### src/rtl/seq_scan_ctrl.sv
// seq_scan_ctrl: frame-level sequencer for a bit-serial 1011 detector.
// Accepts WIDTH-bit words over valid/ready, shifts them MSB-first onto det_x
// while det_en is high, counts detector hits over a frame, and reports the
// per-frame match count with a one-cycle match_valid pulse.
//
// Ports:
//   clk, reset            clock and asynchronous active-high reset
//   in_valid/in_ready     word handshake; in_data/in_last sampled on transfer
//   det_x, det_en         serial bit and clock enable to the detector
//   det_clr               one-cycle synchronous clear of the detector
//   det_z                 detector Moore output
//   match_count, overflow last frame's result, held until the next report
//   match_valid           pulse marking a new match_count/overflow
module seq_scan_ctrl #(
   parameter int unsigned WIDTH = 8,
   parameter int unsigned CNT_W = 4
) (
   input  logic             clk,
   input  logic             reset,
   input  logic             in_valid,
   output logic             in_ready,
   input  logic [WIDTH-1:0] in_data,
   input  logic             in_last,
   output logic             det_x,
   output logic             det_en,
   output logic             det_clr,
   input  logic             det_z,
   output logic [CNT_W-1:0] match_count,
   output logic             match_valid,
   output logic             overflow
);

   localparam int unsigned      IDX_W    = (WIDTH > 1) ? $clog2(WIDTH) : 1;
   localparam logic [IDX_W-1:0] IDX_LAST = IDX_W'(WIDTH - 1);
   localparam logic [CNT_W-1:0] CNT_MAX  = '1;

   typedef enum logic [1:0] {StIdle, StShift, StDrain, StReport} state_e;

   state_e             state_q, state_d;
   logic [WIDTH-1:0]   shreg_q, shreg_d;
   logic [IDX_W-1:0]   idx_q, idx_d;
   logic               last_q, last_d;
   logic               en_q;
   logic [CNT_W-1:0]   cnt_q, cnt_d;
   logic               frame_ovf_q, frame_ovf_d;
   logic [CNT_W-1:0]   match_count_q;
   logic               overflow_q;
   logic               final_bit;
   logic               hit;

   assign final_bit = (idx_q == IDX_LAST);

   // en_q marks cycles whose det_z reflects a bit consumed on the previous edge.
   assign hit = en_q & det_z;

   // Sequencing and handshake. in_ready depends only on state and index.
   always_comb begin
      state_d     = state_q;
      shreg_d     = shreg_q;
      idx_d       = idx_q;
      last_d      = last_q;
      in_ready    = 1'b0;
      det_en      = 1'b0;
      det_x       = 1'b0;
      det_clr     = 1'b0;
      match_valid = 1'b0;
      unique case (state_q)
         StIdle: begin
            in_ready = 1'b1;
            if (in_valid) begin
               shreg_d = in_data;
               last_d  = in_last;
               idx_d   = '0;
               state_d = StShift;
            end
         end
         StShift: begin
            det_en  = 1'b1;
            det_x   = shreg_q[WIDTH-1];
            shreg_d = {shreg_q[WIDTH-2:0], 1'b0};
            idx_d   = idx_q + 1'b1;
            if (final_bit) begin
               if (last_q) begin
                  state_d = StDrain;
               end else begin
                  in_ready = 1'b1;
                  if (in_valid) begin
                     // Gapless reload: next word's MSB goes out next cycle.
                     shreg_d = in_data;
                     last_d  = in_last;
                     idx_d   = '0;
                  end else begin
                     state_d = StIdle;
                  end
               end
            end
         end
         StDrain: begin
            // Detector idle for one cycle so the final bit's det_z is counted.
            state_d = StReport;
         end
         StReport: begin
            det_clr     = 1'b1;
            match_valid = 1'b1;
            state_d     = StIdle;
         end
         default: state_d = StIdle;
      endcase
   end

   // Saturating hit counter with sticky frame overflow.
   always_comb begin
      cnt_d       = cnt_q;
      frame_ovf_d = frame_ovf_q;
      if (state_q == StReport) begin
         cnt_d       = '0;
         frame_ovf_d = 1'b0;
      end else if (hit) begin
         if (cnt_q == CNT_MAX) begin
            frame_ovf_d = 1'b1;
         end else begin
            cnt_d = cnt_q + 1'b1;
         end
      end
   end

   always_ff @(posedge clk or posedge reset) begin
      if (reset) begin
         state_q       <= StIdle;
         shreg_q       <= '0;
         idx_q         <= '0;
         last_q        <= 1'b0;
         en_q          <= 1'b0;
         cnt_q         <= '0;
         frame_ovf_q   <= 1'b0;
         match_count_q <= '0;
         overflow_q    <= 1'b0;
      end else begin
         state_q     <= state_d;
         shreg_q     <= shreg_d;
         idx_q       <= idx_d;
         last_q      <= last_d;
         en_q        <= det_en;
         cnt_q       <= cnt_d;
         frame_ovf_q <= frame_ovf_d;
         // Capture the final tally (including the DRAIN hit) on the DRAIN edge
         // so the result is visible throughout the REPORT cycle.
         if (state_q == StDrain) begin
            match_count_q <= cnt_d;
            overflow_q    <= frame_ovf_d;
         end
      end
   end

   assign match_count = match_count_q;
   assign overflow    = overflow_q;

endmodule

### config.mk
export PLATFORM = sky130hd
export DESIGN_NAME = seq_scan_ctrl
export DESIGN_NICKNAME = d
export VERILOG_FILES = /design/src/rtl/seq_scan_ctrl.sv
export SDC_FILE = /design/constraint.sdc
export NUM_CORES = 1
export LEC_CHECK = 0
export ABC_AREA = 1
export ABC_CLOCK_PERIOD_IN_PS = 1500
export BUFFER_PORTS_ARGS = -buffer_cell sky130_fd_sc_hd__buf_2
export CELL_PAD_IN_SITES_DETAIL_PLACEMENT = 0
export CELL_PAD_IN_SITES_GLOBAL_PLACEMENT = 1
export CORE_MARGIN = 2
export CORE_UTILIZATION = 40
export CTS_CLUSTER_SIZE = 20
export DETAILED_ROUTE_END_ITERATION = 8
export GPL_TIMING_DRIVEN = 1
export HOLD_SLACK_MARGIN = 0.03
export PLACE_DENSITY_LB_ADDON = 0.1
export SYNTH_ARGS = -nofsm -noshare
export SYNTH_HDL_FRONTEND = slang
export SYNTH_SLANG_ARGS = --single-unit
### constraint.sdc
create_clock -name clk -period 1.5 [get_ports clk]
set_input_delay 0 -clock clk [delete_from_list [all_inputs] [get_ports clk]]
set_output_delay 0 -clock clk [all_outputs]
set_load 0.1 [all_outputs]
# Yosys cells after proc, flatten, opt, wreduce, memory -nomap -nowiden
# Cells that the tools add are included.
dict set report word_totals {
  inputBits 13
  regBits 25
  output_inout_bits 10
}
dict set report op_classes {
  n_eq_ne 8
  n_addsub 2
  n_reduce_logical 5
  n_mux 32
  bitwise_logic 1
}
# cell count
set op_table {}
lappend op_table {{$mux W8} 4}
lappend op_table {{$pmux W8 S2} 1}
lappend op_table {{$mux W1} 12}
lappend op_table {{$mux W3} 4}
lappend op_table {{$mux W4} 3}
lappend op_table {{$mux W2} 4}
lappend op_table {{$pmux W2 S4} 1}
lappend op_table {{$pmux W3 S2} 1}
lappend op_table {{$reduce_and A3 Y1} 2}
lappend op_table {{$add A4 B1 Y4 const B} 1}
lappend op_table {{$eq A2 B2 Y1 const B} 2}
lappend op_table {{$eq A4 B4 Y1 const B} 1}
lappend op_table {{$ne A2 B2 Y1 const B} 2}
lappend op_table {{$pmux W1 S2} 2}
lappend op_table {{$add A3 B1 Y3 const B} 1}
lappend op_table {{$eq A3 B3 Y1 const B} 1}
lappend op_table {{$ne A3 B3 Y1 const B} 1}
lappend op_table {{$eq A2 B1 Y1 const B} 1}
lappend op_table {{$logic_not A2 Y1} 1}
lappend op_table {{$reduce_and A2 Y1} 1}
lappend op_table {{$reduce_bool A2 Y1} 1}
lappend op_table {{$and A1 B1 Y1} 1}

# Depth between registers and ports, before layout
# Gate-level depths: netlist of the first run.
dict set report depth {
  ltp_word 5
  mapped_depth 9
}

# Worst setup path before layout of the first run
# OpenSTA, ideal clock, no wires.
dict set report synth_timing {
  kind {register to output}
  from {register with a tool-made name}
  to {output det_x}
  path_slack_ps -720
  n_path_buf 1
  path_stages_with_launch 5
  required_ps 1500
  t_arrival_ps 2220
  cell_sequence {dfrtp_1 > buf_4 > nor2_8 > inv_2 > nor2_1}
}
# item line_no
set synth_lines {}
lappend synth_lines {{end, declared} 24} ;# output logic det_x,

# Worst setup path after layout of the first run
dict set report layout_timing {
  from {register idx_q[0]}
  to {output in_ready}
}
dict set report layout_via {
  elab_chain_len 3
}
# item line_no
set layout_rtl {}
lappend layout_rtl {{start, declared} 41} ;# logic [IDX_W-1:0] idx_q, idx_d;
lappend layout_rtl {{start signal, assigned} 141} ;# idx_q <= idx_d;
lappend layout_rtl {{$eq A3 B3 Y1} 51} ;# assign final_bit = (idx_q == IDX_LAST);
lappend layout_rtl {{$mux W1} 82} ;# if (final_bit) begin
lappend layout_rtl {{$pmux W1 S2} 67} ;# unique case (state_q)
lappend layout_rtl {{end, declared} 21} ;# output logic in_ready,
# Every way passes these cells.

==> results of run 1 <==
[kinds of logic after synthesis]
group                      after synthesis  synth area share
adders and majority gates                4           0.04069
AOI/OAI and AO/OA                        9           0.04375
buffers and inverters                   21           0.07018
DFF                                     25            0.5086
muxes                                    1          0.008139
xor gates and xnor gates                 1          0.007122
and+or+nand+nor                         86            0.3215
[layout make-up]
class                   count  area (um^2)  share of cell area
flip-flops and latches     25        626.9              0.3719
multi-input cells         101        545.5              0.3237
repair buffers             43        370.4              0.2197
inverters                  19        75.07             0.04454
well taps                  33        41.29             0.02450
clock buffers               4        26.28             0.01559
[per-layer routing]
metal / wire (um) / GRT usage / vias up
met5: 0 / 0 / -
met4: 28 / 0.06818 / 0
met3: 61 / 0.01965 / 4
met2: 1454 / 0.3155 / 21
met1: 1224 / 0.2193 / 500
li1: - / - / 557
[per-stage QoR]
| step | setup TNS [ns] | worst slack [ns] | hold WS [ns] | area (um^2) | power [uW] |
|---|---|---|---|---|---|
| detailed placement | 0 | 0.05663 | 0.06721 | 1470 | 3452 |
| global route | -0.2151 | -0.1563 | 0.1755 | 1685 | 4257 |
| floorplan | -0.1174 | -0.1174 | 0.02732 | 1247 | 2922 |
| finish | -0.07396 | -0.07396 | 0.1275 | 1685 | 3946 |
| global placement | 0 | 0.1309 | 0.06432 | 1470 | 3431 |
| CTS | -0.07463 | -0.07463 | 0.1118 | 1618 | 3810 |
[placed cells by master (no fill, tap or decap), drive strengths merged]
master       count
a22o             1
clkbuf           4
nor2            12
nand4            1
buf             32
o31ai            1
o21bai           1
nand2           48
dfrtp           25
mux2i            1
inv             18
a21oi            2
o21ai            4
nand3           22
xnor2            1
and3             1
ha               4
nand3b           1
and2             1
dlygate4sd3     11
clkinvlp         1
[worst max-delay path by stage]
stage                              start                      to  depth (start not counted)
CTS                 idx_q[1]$_DFFE_PP0P_                in_ready                          7
global placement    idx_q[0]$_DFFE_PP0P_  shreg_q[7]$_DFFE_PP0P_                          9
finish              idx_q[0]$_DFFE_PP0P_                in_ready                          7
global route        idx_q[0]$_DFFE_PP0P_                in_ready                          7
floorplan           idx_q[0]$_DFFE_PP0P_                in_ready                          6
detailed placement  idx_q[0]$_DFFE_PP0P_  shreg_q[5]$_DFFE_PP0P_                          9
[tightest hold or removal path: stages]
cell and delay, ns:
buf_2 0.09, nand2_1 0.13, nand2_1 0.08, nand2_1 0.07, a21oi_1 0.04
[flip-flops by register name, indices dropped and copies added, names as in the netlist, named ones only]
register,count
shreg_q,8
match_count,4
last_q,1
state_q,1
en_q,1
cnt_q,4
idx_q,3
overflow,1
frame_ovf_q,1
[power by group through the flow]
stage / sequential, uW / combinational (uW) / clock (uW)
finish: 1200 / 2440 / 305
global route: 1250 / 2680 / 333
CTS: 1190 / 2300 / 319
detailed placement: 1210 / 2250 / 0
global placement: 1200 / 2230 / 0
floorplan: 1660 / 1260 / 0
[what timing repair did]
item / 4_1_cts / 5_1_grt
pin swaps: 1 / 5
hold buffers: 11 / 0
buffers inserted: 1 / 7
setup endpoints to repair: 4 / 13
endpoints found under the hold margin: 35 / 0
gates resized for setup: 2 / 4
==> results.yml, run 1 <==
timing:
  skew_ns: 0.003340
  min_period_ns: 1.574
  setup_violations: 1
  slew_headroom: 0.6782
  min_period_over_period: 1.049
  hold_violations: 0
  worst_pin_slew_ns: 0.4860
  setup_ws_ns: -0.07396
  rsz0062_at_grt: "true"
  drv_slew: 0
  max_freq_ghz: 0.6353
place:
  hpwl_um: 1815
  gp_congestion: 0.7796
  dp_cells: 202
  port_buffers: 22
routing:
  ant_nets: 0
  drc: 0
  viasPerCell: 4.809
  drt_wl_total_um: 2770
  drtIter0Drc: 41
  dr.pass1.iters: 6
  num_vias: 1082
  wl_per_cell_um: 12.31
global_route:
  grt_pass1_wl_um: 4719
  grt_max_degree: 26
  track_usage: 0.1778
  antenna_found_initial: 0
  grt_pass1_vias: 1094
  gr-total-overflow: 0
logic_synthesis:
  ys_top_cells_by_area: "dfrtp_1 51%, nand2_1 14%, nand3_1 9.0%"
  synthCells: 147
  synthArstFlopShare: 1.000
  synthesis.nets: 164
  synthMostInstantiatedCell: "nand2_1"
  syn_area_um2: 1230
  synth_commonest_cells: "47 x nand2_1, 25 x dfrtp_1, 22 x nand3_1"
  synthFlopType: "dfrtp_1"
  synth-seq-cells: 25
  yosys_warnings: 0
  synth_seq_area_share: 0.5086
  synth_cell_type_count: 23
  syn_avg_cell_area_um2: 8.367
  synth_top_area_share: 0.5086
  synth-edff-count: 0
  yosysTopAreaCell: "dfrtp_1"
hold_path:
  min_to: "cnt_q[2]$_DFF_PP0_"
  hold_class: "in -> reg"
  hp-start: "det_z"
  whs_path_depth: 5
finish:
  drive_gt1_frac: 0.2656
  area_growth_pct: 37.03
  diodes: 0
  final_nets: 210
  fillCellCount: 291
  post-route-util: 0.5660
  finalNonFillerCells: 225
clock_tree:
  cts.sinks: 25
  clock_latency_ns: 0.32
  cts_buffer_depth: 2
  htree_levels: 1
  cts-root-buf: "clkbuf_4"
  tritoncts: "built"
  clkTransAtPathRegs_ns: 0.14
  cts_inserted_buffers: 3
power:
  power.density_nw_per_um2: 2341
  peakVddDrop_uv: 1128
  clkPwrFrac: 0.077
  seq_power_share: 0.304
  comb_power_share: 0.619
  p_sw_frac: 0.5182
  p_leak_uw: 0.0008466
  p_switching_uw: 2045
  p_int_uw: 1901
worst_setup_path:
  startpoint_type: "flip-flop"
  cp_max_fo: 2
  reg2reg_slack_ns: 0.09
  cp_common_cell: "nor2_2"
  end_kind: "output pin"
  regToRegStartpoint: "idx_q[1]$_DFFE_PP0P_"
  crit_chain: "ha_2, ha_4, inv_2, nor2_2, nor2_1, nor2_2, buf_12"
  path_delay_family: "flip-flops"
  crit_path_max_incr_delay_ns: 0.39
  cp.required_ns: 1.50
  crit-reg2reg-capture: "shreg_q[5]$_DFFE_PP0P_"
  cp.arrival_ns: 1.57
  worstSetupPathType: "reg -> out"
  path_buf_inv: 2
  critPathSlowestCell: "dfrtp_1"
  r2r_cells: 9
floorplan:
  die_area_um2: 3534
  initial_core_util: 0.4130
  top_level_ports: 23
  design.core.area_um2: 2978
  die_y_um: 59.45
  die_x_um: 59.45
  num_rows: 20
outcome:
  status: "finished with violations"
  violations: "setup timing"
job:
  drv_cap: 0
(Power assumes the default switching activity.)
==> inputs of run 2 (changes only) <==
Settings changed: ABC_CLOCK_PERIOD_IN_PS 1500 to 2000, CORE_UTILIZATION 40 to 43.
Clock period 1.5 ns to 2 ns, I/O delays scaled along.
==> results.yml, run 2 (same netlist as run 1, synthesis figures left out) <==
outcome:
  status: "finished clean"
floorplan:
  die_y_um: 57.48
  num_rows: 19
  initial_core_util: 0.4499
  die_x_um: 57.48
  top_level_ports: 23
  design.core.area_um2: 2734
  die_area_um2: 3304
finish:
  largest_reg_flops: 8
  final_nets: 202
  fillCellCount: 265
  diodes: 0
  seqCellArea_um2: 625.6
  area_growth_pct: 23.80
  most-common-layout-cells: "47 x nand2_1, 25 x dfrtp_1, 22 x nand3_1, 22 x buf_2, 15 x inv_1"
  final_common_cell: "nand2_1"
  drive_gt1_frac: 0.1957
  finalNonFillerCells: 215
  largest_register: "shreg_q"
  multi_input_area_um2: 523.0
worst_setup_path:
  startpoint_type: "flip-flop"
  end_kind: "output pin"
  crit_chain: "ha_1, ha_1, inv_1, nor2_1, nor2_1, nor2_2, buf_2"
  crit_path_max_incr_delay_ns: 0.43
  reg2reg_slack_ns: 0.46
  critPathSlowestCell: "buf_2"
  path_buf_inv: 2
  cp_max_fo: 2
  path_delay_family: "buffers and inverters"
  cp.arrival_ns: 1.74
  r2r_cells: 4
  crit-reg2reg-capture: "last_q$_DFFE_PP0P_"
  worstSetupPathType: "reg -> out"
  cp.required_ns: 2.00
timing:
  setup_violations: 0
  slew_headroom: 0.6769
  max_freq_ghz: 0.5749
  rsz0062_at_grt: "false"
  min_period_over_period: 0.8698
  tns_ns: 0
  drv_slew: 0
  skew_ns: 0.007179
  hold_violations: 0
  min_period_ns: 1.740
  worst_pin_slew_ns: 0.4880
clock_tree:
  cts.sinks: 25
  tritoncts: "built"
  clock_latency_ns: 0.31
  cts_buffer_depth: 2
  clkTransAtPathRegs_ns: 0.13
  htree_levels: 1
  cts-root-buf: "clkbuf_4"
  ctsResizeCount: 0
  cts_inserted_buffers: 3
global_route:
  grt_pass1_vias: 1091
  antenna_found_initial: 0
  grt_max_degree: 26
  track_usage: 0.1762
  gr-total-overflow: 0
  grt_pass1_wl_um: 4526
place:
  dp_cells: 199
  hpwl_um: 1859
  gp_congestion: 0.7467
  port_buffers: 22
power:
  p_int_uw: 1204
  p_sw_frac: 0.5483
  p_switching_uw: 1462
  clkPwrFrac: 0.084
  comb_power_share: 0.580
  peakVddDrop_uv: 1297
  power.density_nw_per_um2: 1751
  seq_power_share: 0.337
  p_leak_uw: 0.0008000
hold_path:
  whs_path_depth: 5
  hp-start: "det_z"
  min_to: "cnt_q[2]$_DFF_PP0_"
  hold_class: "in -> reg"
routing:
  dr.pass1.iters: 4
  drtIter0Drc: 36
  dr_wl_met3_um: 68
  routed.top_layer: "met4"
  wl_met1_um: 1121
  drt_wl_total_um: 2529
  wl_per_cell_um: 11.76
  drc: 0
  num_vias: 1043
  viasPerCell: 4.851
  wl_met2_um: 1312
  ant_nets: 0
job:
  drv_cap: 0
## run 2: changes by cell type in the layout (fill, tap and decap cells not counted), moves of 2 or more
cell | previous run | this run
buf_4 | 10 | 1
buf_12 | 5 | 0
buf_2 | 17 | 22
ha_1 | 2 | 4
inv_1 | 13 | 15
## run 2: per-stage QoR
| step | cell area [um^2] | utilization | hold slack (ns) | power, uW | worst slack [ns] |
|---|---|---|---|---|---|
| after floorplan | 1235 | - | 0.02732 | 2176 | 0.2341 |
| after global placement | 1376 | 0.5034 | 0.06636 | 2438 | 0.5757 |
| after detailed placement | 1376 | 0.5034 | 0.06745 | 2452 | 0.5504 |
| after CTS | 1523 | 0.5570 | 0.1104 | 2700 | 0.2378 |
| after global routing | 1523 | 0.5570 | 0.1808 | 2895 | 0.1421 |
| final | 1523 | 0.5570 | 0.1171 | 2666 | 0.2604 |
## run 2: repair_timing
item                      CTS  global route
hold buffers               12             0
hold endpoints to repair   35             0
buffers inserted            0             0
## run 2: cell type report
| cell class | count | area share |
|---|---|---|
| Tap cell | 31 | 0.02547 |
| Sequential cell | 25 | 0.4108 |
| Inverter | 19 | 0.04684 |
| Multi-Input combinational cell | 101 | 0.3435 |
| Timing Repair Buffer | 35 | 0.1561 |
| Clock buffer | 4 | 0.01726 |
## run 2: routing by layer
layer / track usage / up-vias
met5: 0 / -
met4: 0.06645 / 0
met3: 0.02494 / 4
met2: 0.3198 / 16
met1: 0.2091 / 481
li1: - / 542
## run 2: worst register-to-register path: cells and delay by family, from the launching register on
family,cells,cell delay [ns]
buffers and inverters,2,0.67
DFF,1,0.61
and+or+nand+nor,1,0.09
AOI/OAI and AO/OA,1,0.07
## run 2: worst max path at each step
stage                         start                endpoint  slack, ns  depth (start not counted)
6_report       idx_q[0]$_DFFE_PP0P_                in_ready       0.26                          7
3_3_place_gp   idx_q[0]$_DFFE_PP0P_  shreg_q[1]$_DFFE_PP0P_       0.58                          9
3_5_place_dp   idx_q[0]$_DFFE_PP0P_  shreg_q[2]$_DFFE_PP0P_       0.55                          9
2_1_floorplan             flip-flop                   det_x       0.23                          4
5_1_grt        idx_q[0]$_DFFE_PP0P_                in_ready       0.14                          7
4_1_cts        idx_q[0]$_DFFE_PP0P_                in_ready       0.24                          7
## run 2: power groups by stage
stage	logic, uW	registers [uW]	clock network, uW
2_1_floorplan	932	1240	0
3_3_place_gp	1530	909	0
3_5_place_dp	1540	908	0
4_1_cts	1570	899	235
5_1_grt	1700	936	255
6_report	1550	897	223
==> inputs of run 3 (changes only) <==
Settings changed: ABC_CLOCK_PERIOD_IN_PS 2000 to 1600, CORE_UTILIZATION 43 to 36, MAX_ROUTING_LAYER set to met4, RECOVER_POWER set to 100.
Clock period 2 ns to 1.6 ns, I/O delays scaled along.
==> results.yml, run 3 (same netlist as run 1, synthesis figures left out) <==
outcome:
  status: "finished clean"
finish:
  largest_register: "shreg_q"
  final_common_cell: "nand2_1"
  post-route-util: 0.5087
  drive_gt1_frac: 0.2474
  fin_area_um2: 1684
  most-common-layout-cells: "47 x nand2_1, 24 x dfrtp_1, 22 x nand3_1"
  area_growth_pct: 36.93
  largest_reg_flops: 8
  diodes: 0
  finalNonFillerCells: 236
  final_nets: 208
floorplan:
  die_y_um: 62.45
  num_rows: 21
  initial_core_util: 0.3715
  design.core.area_um2: 3311
  top_level_ports: 23
  die_area_um2: 3900
  die_x_um: 62.45
routing:
  drt_wl_total_um: 2709
  viasPerCell: 4.559
  drc: 0
  wl_per_cell_um: 11.48
  ant_nets: 0
  num_vias: 1076
  drtIter0Drc: 47
  dr.pass1.iters: 4
clock_tree:
  cts_inserted_buffers: 3
  cts_buffer_depth: 2
  clkTransAtPathRegs_ns: 0.14
  cts-root-buf: "clkbuf_4"
  clock_latency_ns: 0.31
  htree_levels: 1
  cts.sinks: 25
  tritoncts: "built"
worst_setup_path:
  path_buf_inv: 2
  cp_max_fo: 2
  cp.required_ns: 1.60
  crit_path_max_incr_delay_ns: 0.41
  end_kind: "output pin"
  startpoint_type: "flip-flop"
  critPathSlowestCell: "dfrtp_1"
  cp.arrival_ns: 1.58
  cp_common_cell: "nor2_2"
  worstSetupPathType: "reg -> out"
  path_delay_family: "flip-flops"
  crit_chain: "ha_4, ha_4, inv_1, nor2_2, nor2_2, nor2_2, buf_12"
job:
  drv_cap: 0
timing:
  skew_ns: 0.006797
  min_period_ns: 1.580
  rsz0062_at_grt: "true"
  worst_pin_slew_ns: 0.6281
  hold_violations: 0
  setup_violations: 0
  drv_slew: 0
  max_freq_ghz: 0.6329
  slew_headroom: 0.5813
  min_period_over_period: 0.9876
place:
  hpwl_um: 1894
  gp_congestion: 0.8070
  port_buffers: 22
  dp_cells: 216
  placed_area_um2: 1479
power:
  total_power_uw: 3609
  power.density_nw_per_um2: 2143
  p_leak_uw: 0.0008360
  peakVddDrop_uv: 875.9
hold_path:
  hold_class: "in -> reg"
global_route:
  track_usage: 0.1548
  grt_pass1_vias: 1133
  antenna_found_initial: 0
  grt_max_degree: 26
  grt_pass1_wl_um: 4726
  gr-total-overflow: 0
## run 3: cell count changes in the layout (fill, tap and decap cells not counted), moves of 2 or more
| cell | before | now |
|---|---|---|
| buf_2 | 22 | 13 |
| clkbuf_2 | 0 | 6 |
| buf_4 | 1 | 6 |
| buf_12 | 0 | 4 |
| ha_1 | 4 | 2 |
| ha_4 | 0 | 2 |
| nor2_1 | 7 | 5 |
## run 3: metrics by stage
step,setup TNS [ns],worst slack [ns],hold slack (ns)
after floorplan,-0.01743,-0.01743,0.02732
after global placement,0,0.2266,0.06584
after detailed placement,0,0.1746,0.07002
after CTS,0,0.01332,0.1121
after global routing,-0.07194,-0.07194,0.1536
final,0,0.01988,0.1179
## run 3: path summary, 6_finish.rpt
check,cells after the start,startpoint,to,slack [ns]
worst max-delay path,7,idx_q[1]$_DFFE_PP0P_,in_ready,0.02
worst min-delay path,5,det_z,cnt_q[2]$_DFF_PP0_,0.12
worst max register to register,4,flip-flop,last_q$_DFFE_PP0P_,0.12
worst min register to register,2,match_count[1]$_DFFE_PP0P_,match_count[1]$_DFFE_PP0P_,0.50
max in group asynchronous,4,reset,async pin,0.78
min in group asynchronous,4,reset,cnt_q[2]$_DFF_PP0_,0.39
## run 3: where the power goes
part | switching, uW | internal, uW
registers | 214 | 926
clock network | 182 | 97.3
logic | 1510 | 679
total | 1910 | 1700
## run 3: repair_timing
action	in CTS	in global routing
endpoints found under the setup margin	3	2
resized for setup	1	6
endpoints found under the hold margin	35	0
pin swaps	0	3
setup buffers	1	3
hold buffers	12	0
## run 3: final cells by class
type                    count  area, um^2
inverters                  19       75.07
well taps                  46       57.56
multi-input cells         101       558.0
repair buffers             41       340.3
clock buffers               4       26.28
fillers                   344        1627
flip-flops and latches     25       626.9
## run 3: tightest hold or removal path: stages
cell and delay, ns:
buf_2 0.09, nand2_1 0.14, nand2_1 0.07, nand2_1 0.06
a21oi_1 0.04
## run 3: metal layers
layer	up-vias	GRT usage	routed length (um)
li1	552	-	-
met1	512	0.1780	1213
met2	10	0.2742	1421
met3	2	0.02523	54
met4	0	0.05278	20
met5	-	-	0
